[config.mk]
export PLATFORM = sky130hd
export DESIGN_NAME = branch_hazard_unit
export DESIGN_NICKNAME = d
export VERILOG_FILES = /design/src/rtl/branch_hazard_unit.sv
export SDC_FILE = /design/constraint.sdc
export NUM_CORES = 1
export LEC_CHECK = 0
export CAP_MARGIN = 15
export CORE_MARGIN = 2
export CORE_UTILIZATION = 24
export DETAILED_ROUTE_END_ITERATION = 7
export PLACE_DENSITY = 0.93
export SLEW_MARGIN = 15
export SYNTH_ARGS = -nofsm -noshare
export SYNTH_HDL_FRONTEND = slang
export SYNTH_SLANG_ARGS = --single-unit
[constraint.sdc]
create_clock -name clk -period 3.6 [get_ports clk]
set_clock_uncertainty 0.15 [all_clocks]
set_input_delay 0.36 -clock clk [delete_from_list [all_inputs] [get_ports clk]]
set_output_delay 0.36 -clock clk [all_outputs]
set_load 0.1 [all_outputs]
[src/rtl/branch_hazard_unit.sv]
// Decode-stage hazard controller: load-use / beq-operand stall detection, ID/EX bubbles, IF/ID flush.
// Optional saturating statistics counters are built only when HAZARD_STATS_EN is defined.
module branch_hazard_unit #(
  parameter int          REG_ADDR_W = 5,
  parameter int          STAT_W     = 16,
  parameter logic [5:0]  BEQ_OPCODE = 6'b000100,
  parameter logic [5:0]  SW_OPCODE  = 6'b101011
) (
  input  logic                  clk,
  input  logic                  reset,
  input  logic [63:0]           IFIDReg,
  input  logic                  idexRegWrite,
  input  logic                  idexMemRead,
  input  logic [REG_ADDR_W-1:0] idexDestReg,
  input  logic                  exmemRegWrite,
  input  logic                  exmemMemRead,
  input  logic [REG_ADDR_W-1:0] exmemDestReg,
  input  logic                  branchTaken,
  output logic                  pcWrite,
  output logic                  ifidWrite,
  output logic                  idexBubble,
  output logic                  ifidFlush,
  output logic                  stallActive,
  output logic [STAT_W-1:0]     stallCycles,
  output logic [STAT_W-1:0]     flushCount
);

  typedef enum logic {RUN = 1'b0, STALL = 1'b1} state_t;

  state_t      state;
  logic [1:0]  rem;

  logic [5:0]            opcode;
  logic [REG_ADDR_W-1:0] rs;
  logic [REG_ADDR_W-1:0] rt;
  logic                  is_beq;
  logic                  use_rt;
  logic                  hit_idex;
  logic                  hit_exmem;
  logic                  need2;
  logic                  need1;
  logic                  stalling;

  // PC+4 and the low instruction bits never influence hazard decisions.
  logic unused_fields;
  assign unused_fields = ^{IFIDReg[63:32], IFIDReg[15:0]};

  assign opcode = IFIDReg[31:26];
  assign rs     = REG_ADDR_W'(IFIDReg[25:21]);
  assign rt     = REG_ADDR_W'(IFIDReg[20:16]);
  assign is_beq = (opcode == BEQ_OPCODE);
  assign use_rt = (opcode == 6'b000000) || (opcode == SW_OPCODE) || is_beq;

  // Register 0 is hardwired, so it never creates a dependence; rt is masked when not read.
  assign hit_idex  = ((rs != '0) && (rs == idexDestReg)) ||
                     (use_rt && (rt != '0) && (rt == idexDestReg));
  assign hit_exmem = ((rs != '0) && (rs == exmemDestReg)) ||
                     (use_rt && (rt != '0) && (rt == exmemDestReg));

  assign need2 = is_beq && hit_idex && idexRegWrite && idexMemRead;
  assign need1 = (is_beq && hit_idex && idexRegWrite && !idexMemRead) ||
                 (is_beq && hit_exmem && exmemRegWrite && exmemMemRead) ||
                 (!is_beq && hit_idex && idexMemRead);

  assign stalling = !reset && ((state == STALL) || need2 || need1);

  assign pcWrite     = !stalling;
  assign ifidWrite   = !stalling;
  assign idexBubble  = stalling;
  assign ifidFlush   = !reset && (state == RUN) && !need2 && !need1 && is_beq && branchTaken;
  assign stallActive = !reset && (state == STALL);

  always_ff @(posedge clk) begin
    if (reset) begin
      state <= RUN;
      rem   <= 2'd0;
    end else begin
      case (state)
        RUN: begin
          if (need2) begin
            state <= STALL;
            rem   <= 2'd1;
          end
        end
        STALL: begin
          rem <= rem - 2'd1;
          if (rem == 2'd1) state <= RUN;
        end
        default: begin
          state <= RUN;
          rem   <= 2'd0;
        end
      endcase
    end
  end

`ifdef HAZARD_STATS_EN
  always_ff @(posedge clk) begin
    if (reset) begin
      stallCycles <= '0;
      flushCount  <= '0;
    end else begin
      if (!pcWrite && (stallCycles != {STAT_W{1'b1}})) stallCycles <= stallCycles + 1'b1;
      if (ifidFlush && (flushCount != {STAT_W{1'b1}}))  flushCount  <= flushCount + 1'b1;
    end
  end
`else
  assign stallCycles = '0;
  assign flushCount  = '0;
`endif

endmodule

==> out/qor.txt, run 1 <==
Final setup TNS -> 0 ns
Final Slew Violations -> 0
Critical Path Max Stage Delay -> 0.53 ns
Power density over the cells -> 281.9 nW/um^2
Maximum fanout along the worst path -> 3
Total via count in the routed design -> 692
Net Sw Power -> 190.7 uW
Number of global-route vias before repair -> 639
Final std cells w/o fill -> 179
ANT nets after route -> 0
Clock slew seen by the registers of the worst setup and hold paths -> 0.04 ns
TritonCTS clock tree -> built
Maximum VDD drop -> 0.00009041 V
Cell Count Post-Placement -> 175
Average footprint of a synthesized cell -> 7.872 um^2
Share of total power in combinational logic -> 71.4%
Ratio of cells with drive above 1 in the final layout -> 9.630%
Power consumption -> 316.7 uW
Area of the mapped netlist -> 755.7 um^2
Post-synthesis cell count -> 96
First-pass GRT wire length -> 2553 um
Final #Nets -> 218
Cell-internal power -> 126.0 uW
Setup violation total in the final timing report -> 0
Placed Instance Area -> 1097 um^2
Proportion of netlist area held by the largest area contributor -> 32.78%
Clock Path Buffers -> 2
Post-CTS sizing -> 0
Slowest cell on the critical path -> sky130_fd_sc_hd__or4_1
Total of flip-flops plus latches after synthesis -> 3
Cell Chain, Critical Path -> clkdlybuf4s50_1, or4_1, o21bai_1, nor4_1, a311o_1, nor4_2, buf_12
Period Utilization, post-route -> 87.25%
Number of DRC markers after the initial detailed-route iteration -> 4
Crit path launch type -> primary input
Number of remaining DRC errors -> 0
Maximum number of pins on one net before global-route repair -> 8
Signal arrival time at the worst endpoint -> 2.63 ns
Yosys synthesis warning count -> 0
Outcome -> finished, final reports clean
Fmax achieved -> 318.4 MHz
CP Capture Type -> output pin
Total overflow reported by the global router -> 0
Global-route total usage across every layer -> 9.099%
Min Clock Period, post-route -> 3.141 ns
Number of levels in the clock H-tree -> 1
Detail-routed via count per cell -> 3.866
Post-synthesis to final-layout area growth -> 48.68%
Ranking of synthesized cells by area -> sky130_fd_sc_hd__buf_4 33%, sky130_fd_sc_hd__xnor2_1 21%, sky130_fd_sc_hd__dfxtp_1 7.9%
Die ar. -> 3614 um^2
Number of buffers and inverters on the critical path -> 2
Switching part of the total power -> 60.21%
Worst hold-check slack -> 0.3447 ns
Largest area contributor in the netlist -> sky130_fd_sc_hd__buf_4
Initial core utilization -> 24.96%
Sequential cell fraction of total power -> 10.6%
Final hold violation count -> 0
Y dimension of the die -> 60.12 um
Post-DP HPWL -> 1554 um
Crit path required time -> 3.09 ns
Routed WL per cell -> 9.503 um
Die X -> 60.12 um
ANT cells -> 0
Iteration count of the initial detailed-routing pass -> 3
Unrepaired setup endpoints after global routing -> false
Overall routed net length -> 1701 um
Clock power share -> 18.0%
Synth cell types -> 26
Number of top-level pins -> 118
Number of CTS-inserted buffers -> 3
Placeable core region -> 3028 um^2
Count of buffers added by post-CTS timing repair for setup -> 0
Count of clock tree sinks -> 3
Cell chosen for the clock root -> sky130_fd_sc_hd__clkbuf_4
Clk_lat worst skew -> 0.23 ns
Final design instance area without fill -> 1124 um^2
Family of cells with the greatest summed delay on the critical path -> simple AND/OR/NAND/NOR gates
Static leakage -> 0.4347 nW
# hold bufs at CTS -> 0
Sequential area share after synthesis -> 7.947%
Initial antenna violation count -> 0
Class of the most critical hold timing path -> flip-flop to flip-flop
Critical path start-end classification -> primary input to output pin
Routability congestion estimate from global placement -> 0.7150
Site Rows -> 20
Number of buffers added on ports -> 37
Max capacitance violation total -> 0
[registers in the layout, indices dropped and copies added (netlist names)]
register	flops
state	1
rem	2
[cells by family after synthesis]
kind of cell | after synthesis | synth area share (%)
fa+ha+maj | 1 | 1.655
xor+xnor | 20 | 23.18
other cells | 1 | 0.4962
simple gates | 25 | 20.86
compound gates | 11 | 11.26
buf+inv | 34 | 33.28
mux | 1 | 1.325
flops | 3 | 7.947
[cell usage in the layout, fill, tap and decap left out, types with 2 or more instances in the layout]
cell type,instances
sky130_fd_sc_hd__conb_1,32
sky130_fd_sc_hd__clkdlybuf4s50_1,32
sky130_fd_sc_hd__xnor2_1,18
sky130_fd_sc_hd__or4_1,4
sky130_fd_sc_hd__nand3_1,4
sky130_fd_sc_hd__nand2_1,4
sky130_fd_sc_hd__buf_12,4
sky130_fd_sc_hd__a21oi_1,3
sky130_fd_sc_hd__nor2_1,3
sky130_fd_sc_hd__clkbuf_4,3
sky130_fd_sc_hd__dfxtp_1,3
sky130_fd_sc_hd__nor2b_1,2
sky130_fd_sc_hd__nor4_1,2
sky130_fd_sc_hd__xor2_1,2
sky130_fd_sc_hd__nand2b_1,2
[layout make-up]
type	count	area (um^2)
clock buffer	4	26.28
inverter	1	3.754
sequential	3	60.06
timing repair buffer	37	407.9
tap	44	55.05
fill	326	1904
multi-input combinational	90	570.5
[synth_stat cells]
| cell type | count |
|---|---|
| sky130_fd_sc_hd__mux2i_1 | 1 |
| sky130_fd_sc_hd__a211o_2 | 1 |
| sky130_fd_sc_hd__nor2_1 | 3 |
| sky130_fd_sc_hd__nor4_4 | 1 |
| sky130_fd_sc_hd__o31ai_1 | 1 |
| sky130_fd_sc_hd__o21bai_1 | 2 |
| sky130_fd_sc_hd__a21oi_1 | 3 |
| sky130_fd_sc_hd__nand4_1 | 1 |
| sky130_fd_sc_hd__nand3_1 | 4 |
| sky130_fd_sc_hd__a311o_1 | 1 |
| sky130_fd_sc_hd__xnor2_1 | 18 |
| sky130_fd_sc_hd__xor2_1 | 2 |
| sky130_fd_sc_hd__nor4_1 | 3 |
| sky130_fd_sc_hd__buf_4 | 33 |
| sky130_fd_sc_hd__dfxtp_1 | 3 |
| sky130_fd_sc_hd__a32o_1 | 1 |
| sky130_fd_sc_hd__a21o_1 | 1 |
| sky130_fd_sc_hd__ha_1 | 1 |
| sky130_fd_sc_hd__nand2_1 | 4 |
| sky130_fd_sc_hd__inv_1 | 1 |
| sky130_fd_sc_hd__conb_1 | 1 |
| sky130_fd_sc_hd__and4b_1 | 1 |
| sky130_fd_sc_hd__nand2b_1 | 2 |
| sky130_fd_sc_hd__nor2b_1 | 2 |
| sky130_fd_sc_hd__o21ba_2 | 1 |
| sky130_fd_sc_hd__or4_1 | 4 |
[through the flow]
stage / worst slack (ns) / util [%]
6_report: 0.4590 / 37.11
2_1_floorplan: -0.1333 / -
3_5_place_dp: 0.4433 / 36.24
3_3_place_gp: 0.4411 / 36.24
4_1_cts: 0.4322 / 37.11
5_1_grt: 0.3207 / 37.11
[power groups by stage]
stage | logic (mW) | clock network [mW] | registers, mW
after global routing | 0.235 | 0.0654 | 0.0334
final | 0.226 | 0.0570 | 0.0335
after CTS | 0.226 | 0.0609 | 0.0335
after global placement | 0.224 | 0 | 0.0340
after floorplan | 0.202 | 0 | 0.0340
after detailed placement | 0.226 | 0 | 0.0340
[final timing paths]
path | from | endpoint | slack [ns] | cells after the start
min | rem[1] | rem[1] | 0.34 | 1
max reg2reg | rem[1] | rem[1] | 2.50 | 3
min reg2reg | rem[1] | rem[1] | 0.34 | 1
max | IFIDReg[17] | ifidFlush | 0.46 | 7
[per-layer routing]
layer	vias up	share of wire [%]	global-route usage, %
met4	0	0	1.905
met1	300	42	10.38
met2	49	47	17.55
li1	343	-	-
met3	0	11	1.299
met5	-	0	0
No activity file was read; power rests on OpenSTA's default activity.
==> run 2: changes to the inputs <==
- CORE_UTILIZATION: 24 -> 25
- CTS_BUF_LIST: not set -> sky130_fd_sc_hd__clkbuf_4
- PLACE_DENSITY: 0.93 -> 0.95
==> out/qor.txt, run 2 (synthesis results as in run 1) <==
Outcome -> finished, violations left
Violated checks -> DRC
Maximum VDD drop -> 0.00009125 V (+0.93%)
Site Rows -> 19 (-5.0%)
Number of buffers added on ports -> 37 (unchanged)
Cell chosen for the clock root -> sky130_fd_sc_hd__clkbuf_4
First-pass GRT wire length -> 2587 um (+1.3%)
Post-CTS sizing -> 0 (unchanged)
Slowest cell on the critical path -> sky130_fd_sc_hd__or4_1
Register with the highest flop count -> rem
Maximum number of pins on one net before global-route repair -> 8 (unchanged)
Min Clock Period, post-route -> 3.126 ns (-0.01543 ns)
ANT cells -> 0 (unchanged)
Cell Chain, Critical Path -> clkdlybuf4s50_1, or4_1, o21bai_1, nor4_1, a311o_1, nor4_2, buf_12
Highest-count cells in the layout ignoring fill and taps -> 32 x sky130_fd_sc_hd__conb_1, 32 x sky130_fd_sc_hd__clkdlybuf4s50_1, 18 x sky130_fd_sc_hd__xnor2_1
Setup violation total in the final timing report -> 0 (unchanged)
Post-route setup slack -> 0.4745 ns (+0.01543 ns)
Signal arrival time at the worst endpoint -> 2.62 ns (about the same)
Die X -> 58.98 um (-1.9%)
Detail-routed via count per cell -> 4.151 (+7.4%)
Post-DP HPWL -> 1471 um (-5.3%)
Class of the most critical hold timing path -> flip-flop to flip-flop
Share of total power in combinational logic -> 69.2% (-2.2 points)
Power density over the cells -> 293.9 nW/um^2 (+4.3%)
Max capacitance violation total -> 0 (unchanged)
Unrepaired setup endpoints after global routing -> false
Post-synthesis to final-layout area growth -> 47.02%
Iteration count of the initial detailed-routing pass -> 6 (+3)
Critical R2R Launch -> rem[1]
Count of clock tree sinks -> 3 (unchanged)
Startpoint of the most critical setup path -> IFIDReg[16]
Max FFs per register -> 2 (unchanged)
Number of levels in the clock H-tree -> 1 (unchanged)
Routability congestion estimate from global placement -> 0.7120 (-0.42%)
Initial core utilization -> 26.94% (+2.0 points)
Sequential cell area -> 60.06 um^2 (unchanged)
Number of buffers and inverters on the critical path -> 2 (unchanged)
Clk_lat worst skew -> 0.23 ns (about the same)
Family of cells with the greatest summed delay on the critical path -> simple AND/OR/NAND/NOR gates
Hold_sp -> rem[1]
Number of remaining DRC errors -> 8 (+8)
CP Capture Type -> output pin
Sequential cell fraction of total power -> 10.2% (-0.4 points)
Footprint of the multi-input gates -> 570.5 um^2 (unchanged)
Maximum fanout along the worst path -> 3 (unchanged)
Critical path start-end classification -> primary input to output pin
Routed WL per cell -> 9.771 um (+2.8%)
Number of top-level pins -> 118 (unchanged)
Y dimension of the die -> 58.98 um (-1.9%)
Net Sw Power -> 192.9 uW (+1.2%)
Cell-internal power -> 133.6 uW (+6.0%)
ANT nets after route -> 0 (unchanged)
Count of buffers added by post-CTS timing repair for setup -> 0 (unchanged)
Clock power share -> 20.5% (+2.5 points)
Period Utilization, post-route -> 86.82% (-0.43 points)
Clock Path Buffers -> 2 (unchanged)
# hold bufs at CTS -> 0 (unchanged)
Number of CTS-inserted buffers -> 3 (unchanged)
Pre-CTS setup slack -> 0.4688 ns (+0.02552 ns)
Global-route total usage across every layer -> 9.580% (+0.48 points)
Placeable core region -> 2805 um^2 (-7.4%)
Critical Path Max Stage Delay -> 0.55 ns (+0.02 ns)
Clock slew seen by the registers of the worst setup and hold paths -> 0.04 ns (about the same)
TritonCTS clock tree -> built
Crit path required time -> 3.09 ns (about the same)
Final hold violation count -> 0 (unchanged)
Static leakage -> 0.4381 nW (+0.79%)
Switching part of the total power -> 59.08% (-1.1 points)
Final #Nets -> 218 (unchanged)
Crit path launch type -> primary input
Final setup TNS -> 0 ns (unchanged)
Number of global-route vias before repair -> 610 (-4.5%)
Ratio of cells with drive above 1 in the final layout -> 10.37% (+0.74 points)
Largest registers -> rem: 2 flops, state: 1 flops
Number of DRC markers after the initial detailed-route iteration -> 27 (+23)
Total via count in the routed design -> 689 (-0.43%)
Total overflow reported by the global router -> 0 (unchanged)
Fmax achieved -> 319.9 MHz (+0.49%)
Die ar. -> 3479 um^2 (-3.7%)
Filler cell count -> 280 (-14%)
Overall routed net length -> 1622 um (-4.6%)
Initial antenna violation count -> 0 (unchanged)
Final Slew Violations -> 0 (unchanged)
[run 2: cell counts in the layout (fill, tap and decap cells not counted)]
No cell type changed its count.
[run 2: routing by layer]
layer | share of wire [%] | global-route usage [%]
met5 | 0 | 0
met2 | 45 | 15.87
met4 | 0 | 3.896
met3 | 14 | 1.965
met1 | 41 | 12.07
[run 2: power groups by stage]
stage	logic, mW	registers, mW	clock network (mW)
floorplan	0.202	0.0340	0
global placement	0.224	0.0340	0
detailed placement	0.226	0.0340	0
CTS	0.226	0.0334	0.0677
global route	0.234	0.0334	0.0721
finish	0.226	0.0334	0.0670
[run 2: area by class of cell]
| class | count | area share [%] |
|---|---|---|
| clock buffers | 4 | 2.703 |
| inverters | 1 | 0.3378 |
| multi-input cells | 90 | 51.35 |
| flip-flops and latches | 3 | 5.405 |
| well taps | 31 | 3.491 |
| repair buffers | 37 | 36.71 |
[run 2: worst paths after layout]
check | to | slack, ns | depth (start not counted)
setup / recovery | ifidFlush | 0.47 | 7
hold / removal | rem[1] | 0.35 | 1
setup reg to reg | rem[1] | 2.50 | 3
hold reg to reg | rem[1] | 0.35 | 1
[run 2: stage by stage]
| step | utilization, % | cells | power (mW) | hold WS [ns] | cell area (um^2) |
|---|---|---|---|---|---|
| final | 39.61 | 166 | 0.3266 | 0.3508 | 1111 |
| after global routing | 39.61 | 166 | 0.3398 | 0.3803 | 1111 |
| after CTS | 39.61 | 166 | 0.3271 | 0.3515 | 1111 |
| after detailed placement | 38.54 | 162 | 0.2595 | 0.3434 | 1081 |
| after global placement | 38.54 | 162 | 0.2581 | 0.3297 | 1081 |
| after floorplan | - | 127 | 0.2362 | 0.3099 | 882.1 |
